## src/rtl/spmv_config_master.sv

```systemverilog
// AXI4-Lite initiator that writes one kernel's row, nnz and ctrl registers in that order.
// Define SPMV_CFG_READBACK_EN to read all three back and flag any mismatch.
module spmv_config_master #(
  parameter int unsigned NUM_KERNEL     = 4,
  parameter logic [31:0] BASE_ADDR      = 32'h0,
  parameter int unsigned PER_ADDR_SPACE = 12,
  parameter logic [31:0] CTRL_OFFSET    = 32'h00,
  parameter logic [31:0] ROW_OFFSET     = 32'h04,
  parameter logic [31:0] NNZ_OFFSET     = 32'h08,
  localparam int unsigned KW = (NUM_KERNEL > 1) ? $clog2(NUM_KERNEL) : 1
) (
  input  logic          aclk_i,
  input  logic          areset_i,
  input  logic          cmd_valid_i,
  output logic          cmd_ready_o,
  input  logic [KW-1:0] cmd_kernel_i,
  input  logic [31:0]   cmd_ctrl_i,
  input  logic [31:0]   cmd_row_i,
  input  logic [31:0]   cmd_nnz_i,
  output logic          done_valid_o,
  output logic [1:0]    done_resp_o,
  output logic          done_mismatch_o,
  output logic          m_axil_awvalid_o,
  input  logic          m_axil_awready_i,
  output logic [31:0]   m_axil_awaddr_o,
  output logic          m_axil_wvalid_o,
  input  logic          m_axil_wready_i,
  output logic [31:0]   m_axil_wdata_o,
  input  logic          m_axil_bvalid_i,
  output logic          m_axil_bready_o,
  input  logic [1:0]    m_axil_bresp_i,
  output logic          m_axil_arvalid_o,
  input  logic          m_axil_arready_i,
  output logic [31:0]   m_axil_araddr_o,
  input  logic          m_axil_rvalid_i,
  output logic          m_axil_rready_o,
  input  logic [31:0]   m_axil_rdata_i,
  input  logic [1:0]    m_axil_rresp_i
);

  typedef enum logic [2:0] {
    StIdle,
    StWrite,
    StWresp,
`ifdef SPMV_CFG_READBACK_EN
    StRead,
    StRresp,
`endif
    StDone
  } state_e;

  state_e        state_q, state_d;
  logic [1:0]    step_q, step_d;
  logic [KW-1:0] kern_q, kern_d;
  logic [31:0]   ctrl_q, ctrl_d, row_q, row_d, nnz_q, nnz_d;
  logic [1:0]    err_q, err_d;
  logic          mism_q, mism_d;
  logic          awvalid_q, awvalid_d, wvalid_q, wvalid_d, arvalid_q, arvalid_d;
  logic [31:0]   awaddr_q, awaddr_d, wdata_q, wdata_d, araddr_q, araddr_d;
  logic          bready_q, bready_d, rready_q, rready_d;
  logic          cmd_ready_q, cmd_ready_d, done_valid_q, done_valid_d;
  logic [1:0]    done_resp_q, done_resp_d;
  logic          done_mism_q, done_mism_d;

  // Step order is row, nnz, ctrl so ctrl always lands last.
  function automatic logic [31:0] step_addr(input logic [KW-1:0] k, input logic [1:0] s);
    logic [31:0] off;
    case (s)
      2'd0:    off = ROW_OFFSET;
      2'd1:    off = NNZ_OFFSET;
      default: off = CTRL_OFFSET;
    endcase
    return BASE_ADDR + 32'(k) * PER_ADDR_SPACE + off;
  endfunction

  function automatic logic [31:0] step_data(input logic [1:0] s, input logic [31:0] row,
                                            input logic [31:0] nnz, input logic [31:0] ctrl);
    case (s)
      2'd0:    return row;
      2'd1:    return nnz;
      default: return ctrl;
    endcase
  endfunction

  always_comb begin
    state_d   = state_q;
    step_d    = step_q;
    kern_d    = kern_q;
    ctrl_d    = ctrl_q;
    row_d     = row_q;
    nnz_d     = nnz_q;
    err_d     = err_q;
    mism_d    = mism_q;
    awvalid_d = awvalid_q;
    wvalid_d  = wvalid_q;
    awaddr_d  = awaddr_q;
    wdata_d   = wdata_q;
    arvalid_d = arvalid_q;
    araddr_d  = araddr_q;
    case (state_q)
      StIdle: begin
        if (cmd_valid_i && cmd_ready_q) begin
          kern_d = cmd_kernel_i;
          ctrl_d = cmd_ctrl_i;
          row_d  = cmd_row_i;
          nnz_d  = cmd_nnz_i;
          step_d = 2'd0;
          err_d  = 2'b00;
          mism_d = 1'b0;
          if (32'(cmd_kernel_i) >= NUM_KERNEL) begin
            err_d   = 2'b10;
            state_d = StDone;
          end else begin
            state_d   = StWrite;
            awvalid_d = 1'b1;
            wvalid_d  = 1'b1;
            awaddr_d  = step_addr(cmd_kernel_i, 2'd0);
            wdata_d   = cmd_row_i;
          end
        end
      end
      StWrite: begin
        if (m_axil_awready_i) awvalid_d = 1'b0;
        if (m_axil_wready_i) wvalid_d = 1'b0;
        if (!awvalid_d && !wvalid_d) state_d = StWresp;
      end
      StWresp: begin
        if (bready_q && m_axil_bvalid_i) begin
          if (m_axil_bresp_i != 2'b00) begin
            err_d   = m_axil_bresp_i;
            state_d = StDone;
          end else if (step_q < 2'd2) begin
            step_d    = step_q + 2'd1;
            state_d   = StWrite;
            awvalid_d = 1'b1;
            wvalid_d  = 1'b1;
            awaddr_d  = step_addr(kern_q, step_q + 2'd1);
            wdata_d   = step_data(step_q + 2'd1, row_q, nnz_q, ctrl_q);
          end else begin
`ifdef SPMV_CFG_READBACK_EN
            step_d    = 2'd0;
            state_d   = StRead;
            arvalid_d = 1'b1;
            araddr_d  = step_addr(kern_q, 2'd0);
`else
            state_d = StDone;
`endif
          end
        end
      end
`ifdef SPMV_CFG_READBACK_EN
      StRead: begin
        if (m_axil_arready_i) begin
          arvalid_d = 1'b0;
          state_d   = StRresp;
        end
      end
      StRresp: begin
        if (rready_q && m_axil_rvalid_i) begin
          if (m_axil_rresp_i != 2'b00) begin
            err_d   = m_axil_rresp_i;
            state_d = StDone;
          end else begin
            if (m_axil_rdata_i != step_data(step_q, row_q, nnz_q, ctrl_q)) mism_d = 1'b1;
            if (step_q < 2'd2) begin
              step_d    = step_q + 2'd1;
              state_d   = StRead;
              arvalid_d = 1'b1;
              araddr_d  = step_addr(kern_q, step_q + 2'd1);
            end else begin
              state_d = StDone;
            end
          end
        end
      end
`endif
      StDone:  state_d = StIdle;
      default: state_d = StIdle;
    endcase
    // Handshake-side outputs are registered from the next state.
    cmd_ready_d  = (state_d == StIdle);
    bready_d     = (state_d == StWresp);
`ifdef SPMV_CFG_READBACK_EN
    rready_d     = (state_d == StRresp);
`else
    rready_d     = 1'b0;
`endif
    done_valid_d = (state_d == StDone);
    done_resp_d  = (state_d == StDone) ? err_d : 2'b00;
    done_mism_d  = (state_d == StDone) ? mism_d : 1'b0;
  end

  always_ff @(posedge aclk_i) begin
    if (areset_i) begin
      state_q      <= StIdle;
      step_q       <= 2'd0;
      kern_q       <= '0;
      ctrl_q       <= '0;
      row_q        <= '0;
      nnz_q        <= '0;
      err_q        <= 2'b00;
      mism_q       <= 1'b0;
      awvalid_q    <= 1'b0;
      wvalid_q     <= 1'b0;
      arvalid_q    <= 1'b0;
      awaddr_q     <= '0;
      wdata_q      <= '0;
      araddr_q     <= '0;
      bready_q     <= 1'b0;
      rready_q     <= 1'b0;
      cmd_ready_q  <= 1'b0;
      done_valid_q <= 1'b0;
      done_resp_q  <= 2'b00;
      done_mism_q  <= 1'b0;
    end else begin
      state_q      <= state_d;
      step_q       <= step_d;
      kern_q       <= kern_d;
      ctrl_q       <= ctrl_d;
      row_q        <= row_d;
      nnz_q        <= nnz_d;
      err_q        <= err_d;
      mism_q       <= mism_d;
      awvalid_q    <= awvalid_d;
      wvalid_q     <= wvalid_d;
      arvalid_q    <= arvalid_d;
      awaddr_q     <= awaddr_d;
      wdata_q      <= wdata_d;
      araddr_q     <= araddr_d;
      bready_q     <= bready_d;
      rready_q     <= rready_d;
      cmd_ready_q  <= cmd_ready_d;
      done_valid_q <= done_valid_d;
      done_resp_q  <= done_resp_d;
      done_mism_q  <= done_mism_d;
    end
  end

  assign cmd_ready_o      = cmd_ready_q;
  assign done_valid_o     = done_valid_q;
  assign done_resp_o      = done_resp_q;
  assign m_axil_awvalid_o = awvalid_q;
  assign m_axil_awaddr_o  = awaddr_q;
  assign m_axil_wvalid_o  = wvalid_q;
  assign m_axil_wdata_o   = wdata_q;
  assign m_axil_bready_o  = bready_q;
  assign m_axil_araddr_o  = araddr_q;

`ifdef SPMV_CFG_READBACK_EN
  assign m_axil_arvalid_o = arvalid_q;
  assign m_axil_rready_o  = rready_q;
  assign done_mismatch_o  = done_mism_q;
`else
  logic unused_rd;
  assign unused_rd = ^{m_axil_arready_i, m_axil_rvalid_i, m_axil_rdata_i, m_axil_rresp_i,
                       arvalid_q, rready_q, done_mism_q};
  assign m_axil_arvalid_o = 1'b0;
  assign m_axil_rready_o  = 1'b0;
  assign done_mismatch_o  = 1'b0;
`endif

endmodule

```

## config.mk

```make
export PLATFORM = sky130hd
export DESIGN_NAME = spmv_config_master
export DESIGN_NICKNAME = d
export VERILOG_FILES = /design/src/rtl/spmv_config_master.sv
export SDC_FILE = /design/constraint.sdc
export NUM_CORES = 1
export LEC_CHECK = 0
export BUFFER_PORTS_ARGS = -buffer_cell sky130_fd_sc_hd__buf_2
export CAP_MARGIN = 20
export CORE_MARGIN = 2
export CORE_UTILIZATION = 50
export DETAILED_ROUTE_END_ITERATION = 10
export GPL_TIMING_DRIVEN = 0
export PLACE_DENSITY = 0.9
export SLEW_MARGIN = 20
export SYNTH_ARGS = -nofsm -noshare
export SYNTH_HDL_FRONTEND = slang
export SYNTH_SLANG_ARGS = --single-unit
```

## constraint.sdc

```tcl
create_clock -name aclk_i -period 2.8 [get_ports aclk_i]
set_input_delay 0.56 -clock aclk_i [delete_from_list [all_inputs] [get_ports aclk_i]]
set_output_delay 0.56 -clock aclk_i [all_outputs]
set_load 0.005 [all_outputs]
```

==> results of run 1 <==
worst max-delay path: cells and delay by family (launching register included):
| kind | cells | cell delay (ns) |
|---|---|---|
| xor gates and xnor gates | 1 | 0.16 |
| and+or+nand+nor | 1 | 0.07 |
| DFF | 1 | 0.37 |
| buffers and inverters | 4 | 0.95 |
| adders and majority gates | 2 | 0.62 |
| AOI/OAI and AO/OA | 1 | 0.23 |
through the flow:
| stage | setup WS, ns | instances | util (%) | power [mW] |
|---|---|---|---|---|
| floorplan | 0.764 | 925 | - | 2.57 |
| global placement | 0.350 | 1250 | 60.4 | 2.75 |
| detailed placement | 0.280 | 1250 | 60.4 | 2.77 |
| CTS | 0.255 | 1280 | 64.8 | 5.00 |
| global route | 0.142 | 1280 | 64.8 | 5.17 |
| finish | 0.257 | 1281 | 64.8 | 5.02 |
kinds of logic (layout without fill, tap and decap cells):
group	Yosys count	in the layout	synth area share, %
AOI/OAI and AO/OA	280	280	25.0
xor gates and xnor gates	3	3	0.385
adders and majority gates	12	12	2.31
buffers and inverters	144	323	12.1
DFF	149	149	43.6
other	1	64	0.0549
and+or+nand+nor	274	274	16.5
registers in the layout (all words and copies together), names as in the netlist, 2 cells and up:
| name | cells |
|---|---|
| state_q | 3 |
| done_resp_o | 2 |
| nnz_q | 32 |
| ctrl_q | 32 |
| err_q | 2 |
| row_q | 32 |
| m_axil_awaddr_o | 5 |
| m_axil_wdata_o | 32 |
| kern_q | 2 |
| step_q | 2 |
power groups by stage:
stage               clock network (mW)  logic [mW]  registers (mW)
finish                            2.29       0.490            2.25
global placement                     0       0.468            2.29
CTS                               2.28       0.481            2.24
detailed placement                   0       0.477            2.29
global route                      2.38       0.538            2.25
floorplan                            0       0.288            2.28
area by class of cell:
type,count,area [sq um],share of cell area (%)
flip-flops and latches,149,2980,34.6
multi-input cells,632,3260,37.8
plain buffers,134,790,9.16
inverters,10,37.5,0.436
diodes,1,2.50,0.0290
well taps,176,220,2.56
repair buffers,149,746,8.66
clock inverters,10,133,1.54
clock buffers,20,447,5.19
routing by layer:
layer / global-route usage [%] / part of all wire, %
met1: 35.4 / 40
met2: 45.6 / 47
met3: 8.13 / 10
met4: 13.1 / 3.1
met5: 0 / 0.063
path summary, 6_finish.rpt:
check                                          end  slack, ns  cells past startpoint
worst min-delay path                    ctrl_q[30]       0.36                      3
worst min register to register           row_q[29]       0.45                      2
worst max register to register  m_axil_awaddr_o[4]       0.26                      9
worst max-delay path            m_axil_awaddr_o[4]       0.26                      9
cells in the final DEF, fill, tap and decap left out, types with 2 or more instances in the layout:
cell type and count:
clkinv_2 4, o211ai_1 33, buf_4 64, o21ai_0 33, a2111o_1 2, o31ai_1 32, ha_1 11, nand2_1 237
inv_1 9, nand3_1 4, clkbuf_16 17, nor2_1 7, nor2b_1 2, bufinv_16 3, nor4_1 2, xnor2_1 3
a22oi_1 32, buf_6 4, nor3_1 4, dfxtp_1 149, conb_1 63, nor3b_1 3, a22o_1 2, and2_1 2
buf_2 162, a21oi_1 137, nand2b_1 3, clkinvlp_4 3, a211oi_1 2, clkbuf_1 55
==> results.txt, run 1 <==
Area after DPL = 8030 sq um
CTS Buf Count = 17
clock sinks = 149
post-route cell area = 8610 sq um
Post-Syn Instances = 863
worst min-delay path class = input pin to register
Routed WL = 20,700 microns
clk_skew = 0.0100 ns
Most used DFF post-synth = dfxtp_1
Max clock buf depth = 2
H-tree levels = 4
dpl hpwl = 14,900 microns
WHS = 0.357 ns
top cells by instance count after synthesis = nand2_1 (237), dfxtp_1 (149), a21oi_1 (137)
final worst path period share = 90.8%
fin nets = 1,247
syn avg cell area = 7.92 sq um
chip width = 121 microns
Net Switching = 1.19 mW
FF+latch count, synth = 149
fill cell count = 1,185
CTS tree = done
Sum Neg Setup Slack = 0 ns
Area Growth Syn to Fin = 26.1%
worst slew pin tran = 0.701 ns
critical path startpoint category = register
Die Y-Extent = 121 microns
number of synthesized flops with an enable pin = 0
Cell Rows = 42
PortBufs = 149
Worst-path clk slew = 0.06 ns
Pleak = 3.62 nW
clk_lat worst skew = 0.44 ns
Seq pwr share = 44.7%
sw frac = 23.8%
vias in the first global route = 6,535
DRT antenna net count = 0
gr usage total = 28.4%
Slew Viols, Final = 0
Final Hold Fails = 0
placer congestion estimate = 0.897
sequential share of the synthesized area = 43.6%
1st-iter DRT viols = 738
final setup violation count = 0
HP Start = cmd_ctrl_i[30]
PostCTS Resize Cnt = 0
CP max stage cell = clkbuf_1
CP startpoint = step_q[1]
Yosys warning count = 0
worst path cell trace = inv_1 -> ha_1 -> clkbuf_1 -> clkbuf_1 -> inv_1 -> fa_1 -> xnor2_1 -> a221oi_2 -> nor3_1
top-area cell type share of the netlist area = 43.6%
die footprint = 14,600 sq um
Initial Util = 51.4%
DRC = 0
largest net degree at the start of global routing = 17
Vias/cell = 5.33
Int Pwr = 3.83 mW
Critical Path AT = 2.85 ns
initial antenna violation count = 1
CP endpoint kind = register
# hold bufs at CTS = 0
pwr dens = 583 nW/um^2
synthesized area = 6830 sq um
Clk Tree Root Cell = clkbuf_16
WL/cell = 16.1 microns
Comb power frac = 9.8%
first-pass GRT wire length = 32,100 microns
status = complete, no violations
RSZ-0062 raised after global routing = false
WP data required = 3.11 ns
DR pass1 iterations = 6
Core Area = 13,300 sq um
Fmax = 393 MHz
fraction of registers with async set/reset = 0%
post-synth cell types = 45
slowest stage delay, CP = 0.47 ns
number of buffers added for setup after CTS = 0
top cells by area, synth = dfxtp_1 (44%), nand2_1 (13%), a21oi_1 (10%)
minimum clock period = 2.54 ns
most frequent cell after synthesis = nand2_1
Worst VDD drop = 0.493 mV
layout cells sized above 1 = 24.0%
Reg2Reg Launch Point = step_q[1]
total gr overflow = 0
leading area contributor after synthesis = dfxtp_1
vias = 6,824
Worst slew margin = 53.1%
Clock Power Share = 45.5%
Crit Path Max Fanout = 10
IO Pins = 248
max cap viols = 0
CP Class = register to register
Power figures use the tool's default switching activity.
==> run 2, diff against run 1 <==
--- a/config.mk
+++ b/config.mk
@@ -7,7 +7,6 @@
 export LEC_CHECK = 0
 export BUFFER_PORTS_ARGS = -buffer_cell sky130_fd_sc_hd__buf_2
 export CAP_MARGIN = 20
-export CORE_MARGIN = 2
 export CORE_UTILIZATION = 50
 export DETAILED_ROUTE_END_ITERATION = 10
 export GPL_TIMING_DRIVEN = 0
==> results.txt, run 2 (synthesis results as in run 1) <==
Max clock buf depth = 2 (unchanged)
vias = 6,987 (+2.4%)
DRT antenna net count = 0 (unchanged)
Comb power frac = 9.5% (-0.3 points)
Core Area = 13,300 sq um (unchanged)
fin nets = 1,247 (unchanged)
# hold bufs at CTS = 0 (unchanged)
worst slew pin tran = 0.702 ns (+0.00119 ns)
HP Start = cmd_nnz_i[23]
die footprint = 14,100 sq um (-3.3%)
dpl hpwl = 14,800 microns (-0.80%)
Fmax = 390 MHz (-0.94%)
max cap viols = 0 (unchanged)
Pleak = 3.63 nW (+0.42%)
Final Hold Fails = 0 (unchanged)
1st-iter DRT viols = 833 (+13%)
placer congestion estimate = 0.927 (+3.3%)
CP startpoint = step_q[1]
Area Growth Syn to Fin = 26.8%
pwr dens = 596 nW/um^2 (+2.3%)
CTS tree = done
Crit Path Max Fanout = 10 (unchanged)
CTS Buf Count = 17 (unchanged)
status = complete, no violations
largest net degree at the start of global routing = 17 (unchanged)
Net Switching = 1.23 mW (+3.0%)
Critical Path AT = 2.86 ns (about the same)
Sum Neg Setup Slack = 0 ns (unchanged)
Int Pwr = 3.94 mW (+2.8%)
Slew Viols, Final = 0 (unchanged)
IO Pins = 248 (unchanged)
WP data required = 3.10 ns (about the same)
Vias/cell = 5.43 (+2.0%)
DRC = 0 (unchanged)
WL/cell = 16.0 microns (-0.58%)
chip width = 119 microns (-1.7%)
CP endpoint kind = register
final setup violation count = 0 (unchanged)
H-tree levels = 4 (unchanged)
CP max stage cell = clkbuf_1
worst path cell trace = inv_1 -> ha_1 -> clkbuf_1 -> clkbuf_1 -> inv_1 -> fa_1 -> xnor2_1 -> a221oi_2 -> nor3_1
total gr overflow = 0 (unchanged)
worst min-delay path class = input pin to register
RSZ-0062 raised after global routing = false
fill cell count = 1,192 (+0.59%)
vias in the first global route = 6,504 (-0.47%)
number of buffers added for setup after CTS = 0 (unchanged)
Clk Tree Root Cell = clkbuf_16
gr usage total = 29.5% (+1.0 points)
Power, Total = 5.17 mW (+2.9%)
Reg2Reg Launch Point = step_q[1]
Clock Power Share = 47.0% (+1.5 points)
critical path startpoint category = register
CP Class = register to register
Seq pwr share = 43.5% (-1.2 points)
Worst-path clk slew = 0.06 ns (about the same)
minimum clock period = 2.57 ns (+0.0241 ns)
Cell Rows = 42 (unchanged)
clk_lat worst skew = 0.43 ns (about the same)
clk_skew = 0.00714 ns (-0.00286 ns)
commonest non-fill, non-tap cell in the layout = nand2_1
PortBufs = 149 (unchanged)
first-pass GRT wire length = 32,300 microns (+0.51%)
layout cells sized above 1 = 24.1% (+0.14 points)
slowest stage delay, CP = 0.49 ns (+0.02 ns)
Routed WL = 20,600 microns (-0.19%)
clock sinks = 149 (unchanged)
DR pass1 iterations = 6 (unchanged)
initial antenna violation count = 3 (+2)
Worst VDD drop = 0.659 mV (+34%)
PostCTS Resize Cnt = 0 (unchanged)
Die Y-Extent = 119 microns (-1.7%)
Worst slew margin = 53.0% (-0.080 points)
sw frac = 23.8% (+0.030 points)
most frequent cells in the layout = nand2_1 (237), buf_2 (162), dfxtp_1 (149), a21oi_1 (137), buf_4 (64)
final worst path period share = 91.7% (+0.86 points)
Initial Util = 51.4% (unchanged)
## run 2: cell count changes in the layout (fill, tap and decap cells not counted)
cell and change:
clkinv_2 -2, bufinv_16 +1, diode_2 +3, clkinvlp_4 +1, clkinv_4 +1, inv_6 +1
## run 2: cell type report
class | count | area (sq um) | share of cell area (%)
diodes | 4 | 10.0 | 0.115
multi-input cells | 632 | 3260 | 37.6
well taps | 176 | 220 | 2.54
repair buffers | 149 | 746 | 8.60
inverters | 10 | 37.5 | 0.433
clock buffers | 20 | 447 | 5.15
plain buffers | 134 | 790 | 9.11
flip-flops and latches | 149 | 2980 | 34.4
clock inverters | 12 | 178 | 2.05
## run 2: power by group through the flow
stage               clock [mW]  combinational, mW  sequential [mW]
floorplan                    0              0.288             2.28
global placement             0              0.466             2.28
detailed placement           0              0.478             2.29
CTS                       2.42              0.482             2.24
global route              2.53              0.539             2.25
finish                    2.43              0.491             2.24
## run 2: worst paths after layout
check,to,slack [ns],cells past startpoint
setup / recovery,m_axil_awaddr_o[4],0.23,9
hold / removal,nnz_q[23],0.36,3
setup reg to reg,m_axil_awaddr_o[4],0.23,9
hold reg to reg,ctrl_q[30],0.45,2
## run 2: critical path: cells and delay by family, from the launching register on
kind | cells | cell delay (ns)
adders and majority gates | 2 | 0.61
DFF | 1 | 0.38
and+or+nand+nor | 1 | 0.07
xor gates and xnor gates | 1 | 0.15
buffers and inverters | 4 | 1.00
AOI/OAI and AO/OA | 1 | 0.23
## run 2: metrics by stage
step	utilization, %	cell area (sq um)	setup WS (ns)	std cells	hold WS, ns
floorplan	-	7070	0.764	925	0.436
global placement	60.4	8030	0.372	1250	0.441
detailed placement	60.4	8030	0.323	1250	0.447
CTS	65.1	8660	0.301	1282	0.361
global route	65.2	8660	0.0918	1284	0.365
finish	65.2	8670	0.233	1286	0.362
## run 2: routing by layer
layer  wire, microns  GRT usage [%]  vias to the layer above  share of wire, %
li1                -              -                     3315                 -
met1            8280           35.5                     3203                40
met2            9710           48.1                      405                47
met3            2000           8.24                       64               9.7
met4             628           14.9                        0               3.0
met5               0              0                        -                 0
==> run 3, diff against run 2 <==
--- a/config.mk
+++ b/config.mk
@@ -9,8 +9,8 @@
 export CAP_MARGIN = 20
 export CORE_UTILIZATION = 50
 export DETAILED_ROUTE_END_ITERATION = 10
-export GPL_TIMING_DRIVEN = 0
 export PLACE_DENSITY = 0.9
+export SKIP_CTS_REPAIR_TIMING = 1
 export SLEW_MARGIN = 20
 export SYNTH_ARGS = -nofsm -noshare
 export SYNTH_HDL_FRONTEND = slang
==> results.txt, run 3 (synthesis results as in run 1) <==
Critical Path AT = 2.63 ns (-0.23 ns)
final setup violation count = 0 (unchanged)
Slew Viols, Final = 0 (unchanged)
placer congestion estimate = 0.806 (-13%)
first-pass GRT wire length = 27,800 microns (-14%)
final cell count without fillers = 1,165 (-9.4%)
Reg2Reg Launch Point = state_q[1]
WL/cell = 14.7 microns (-8.3%)
WP data required = 3.09 ns (about the same)
vias in the first global route = 5,627 (-13%)
grt met3 use = 5.89% (-2.3 points)
max cap viols = 0 (unchanged)
clk_lat worst skew = 0.41 ns (-0.02 ns)
Worst-path clk slew = 0.06 ns (about the same)
Cell Rows = 42 (unchanged)
critical path startpoint category = register
final worst path period share = 83.6% (-8.1 points)
DR pass1 iterations = 5 (-1)
layout cells sized above 1 = 20.6% (-3.5 points)
Reg area = 2980 sq um (unchanged)
worst path cell trace = or3b_1 -> or3_4 -> nand2_4 -> buf_4 -> a21oi_1
CP endpoint kind = register
Final Hold Fails = 0 (unchanged)
Max clock buf depth = 2 (unchanged)
fin nets = 1,129 (-9.5%)
1st-iter DRT viols = 533 (-36%)
clk_skew = 0.00782 ns (+0.000672 ns)
Crit Path Max Fanout = 19 (+9)
Worst slew margin = 58.5% (+5.5 points)
worst slack, placed = 0.498 ns (+0.175 ns)
CTS Buf Count = 17 (unchanged)
Pleak = 3.27 nW (-10%)
DRT antenna net count = 0 (unchanged)
H-tree levels = 4 (unchanged)
vias = 6,306 (-9.7%)
Core Area = 13,300 sq um (unchanged)
met1 usage = 32.2% (-3.3 points)
gr usage total = 24.8% (-4.7 points)
post-route cell area = 8020 sq um (-7.5%)
CP startpoint = state_q[1]
Clk Tree Root Cell = clkbuf_16
chip width = 119 microns (unchanged)
Worst Path Buf+Inv = 1 (-3)
IO Pins = 248 (unchanged)
CP max stage cell = dfxtp_1
DRC = 0 (unchanged)
fill cell count = 1,195 (+0.25%)
Worst R2R End = m_axil_wdata_o[4]
total gr overflow = 0 (unchanged)
largest net degree at the start of global routing = 103 (+86)
dpl hpwl = 10,900 microns (-26%)
minimum clock period = 2.34 ns (-0.226 ns)
FF-to-FF setup slack = 0.46 ns (+0.23 ns)
WP depth = 5 (-4)
final worst setup slack = 0.460 ns (+0.226 ns)
CP endpoint = m_axil_wdata_o[4]
Crit path max-delay family = simple AND/OR/NAND/NOR gates
Area Growth Syn to Fin = 17.3%
Power, Total = 4.81 mW (-6.8%)
pwr dens = 600 nW/um^2 (+0.72%)
CP Class = register to register
Fmax = 427 MHz (+9.7%)
commonest non-fill, non-tap cell in the layout = nand2_1
die footprint = 14,100 sq um (unchanged)
grt met2 use = 40.8% (-7.3 points)
Placed Cells = 1,132 (-9.4%)
slowest stage delay, CP = 0.54 ns (+0.05 ns)
GRT Max-Usage Layer = met2
CTS tree = done
initial antenna violation count = 3 (unchanged)
multi-input combinational cell area = 3280 sq um (+0.77%)
status = complete, no violations
FF-to-FF path depth = 5 (-4)
most frequent cells in the layout = nand2_1 (237), dfxtp_1 (149), buf_2 (148), a21oi_1 (137), conb_1 (63)
Die Y-Extent = 119 microns (unchanged)
worst slew pin tran = 0.621 ns (-0.0814 ns)
RSZ-0062 raised after global routing = false
Routed WL = 17,100 microns (-17%)
Area after DPL = 7440 sq um (-7.4%)
PortBufs = 149 (unchanged)
Initial Util = 51.4% (unchanged)
worst min-delay path class = input pin to register
Worst VDD drop = 0.359 mV (-45%)
Sum Neg Setup Slack = 0 ns (unchanged)
clock sinks = 149 (unchanged)
Vias/cell = 5.41 (-0.37%)
-- run 3: cell count changes in the layout (fill, tap and decap cells not counted), sizes merged, moves of 3 or more --
cell      delta
buf         -65
diode        -3
clkinv       +4
clkbuf      -49
bufinv       -3
clkinvlp     -4
-- run 3: how the worst min path moves through the flow --
stage                       endpoint  cells after the start      startpoint  slack [ns]
after floorplan             row_q[0]                      2        row_q[0]        0.44
after global routing      ctrl_q[13]                      3  cmd_ctrl_i[13]        0.38
after global placement     row_q[29]                      2       row_q[29]        0.44
after detailed placement    row_q[0]                      2        row_q[0]        0.45
final                       nnz_q[0]                      3    cmd_nnz_i[0]        0.38
after CTS                  ctrl_q[4]                      3   cmd_ctrl_i[4]        0.37
-- run 3: stage by stage --
step / utilization, % / hold WS (ns)
floorplan: - / 0.436
global placement: 56.0 / 0.441
detailed placement: 56.0 / 0.446
CTS: 60.3 / 0.368
global route: 60.3 / 0.376
finish: 60.3 / 0.377
-- run 3: worst register-to-register path, cell delays in order, from the launching register on --
cell and delay (ns):
dfxtp_1 0.54, or3b_1 0.55, or3_4 0.47, nand2_4 0.25, buf_4 0.31, a21oi_1 0.11
-- run 3: layout make-up --
class	count	share of cell area (%)
multi-input combinational	632	40.9
sequential	149	37.2
timing repair buffer	165	11.5
clock buffer	24	6.26
tap	176	2.75
clock inverter	8	0.905
inverter	10	0.468
antenna	1	0.0312
-- run 3: routing by layer --
| layer | part of all wire (%) | routed length (microns) | up-vias |
|---|---|---|---|
| li1 | - | - | 3072 |
| met1 | 42 | 7270 | 2926 |
| met2 | 49 | 8420 | 285 |
| met3 | 7.2 | 1240 | 21 |
| met4 | 1.1 | 193 | 2 |
| met5 | 0.076 | 13 | - |
-- run 3: power breakdown --
part	leakage [nW]	total, mW	internal, mW	switching (mW)
Sequential	1.21	2.24	2.20	0.0429
Combinational	1.77	0.396	0.166	0.231
Clock	0.290	2.17	1.34	0.839
Total	3.27	4.81	3.70	1.11
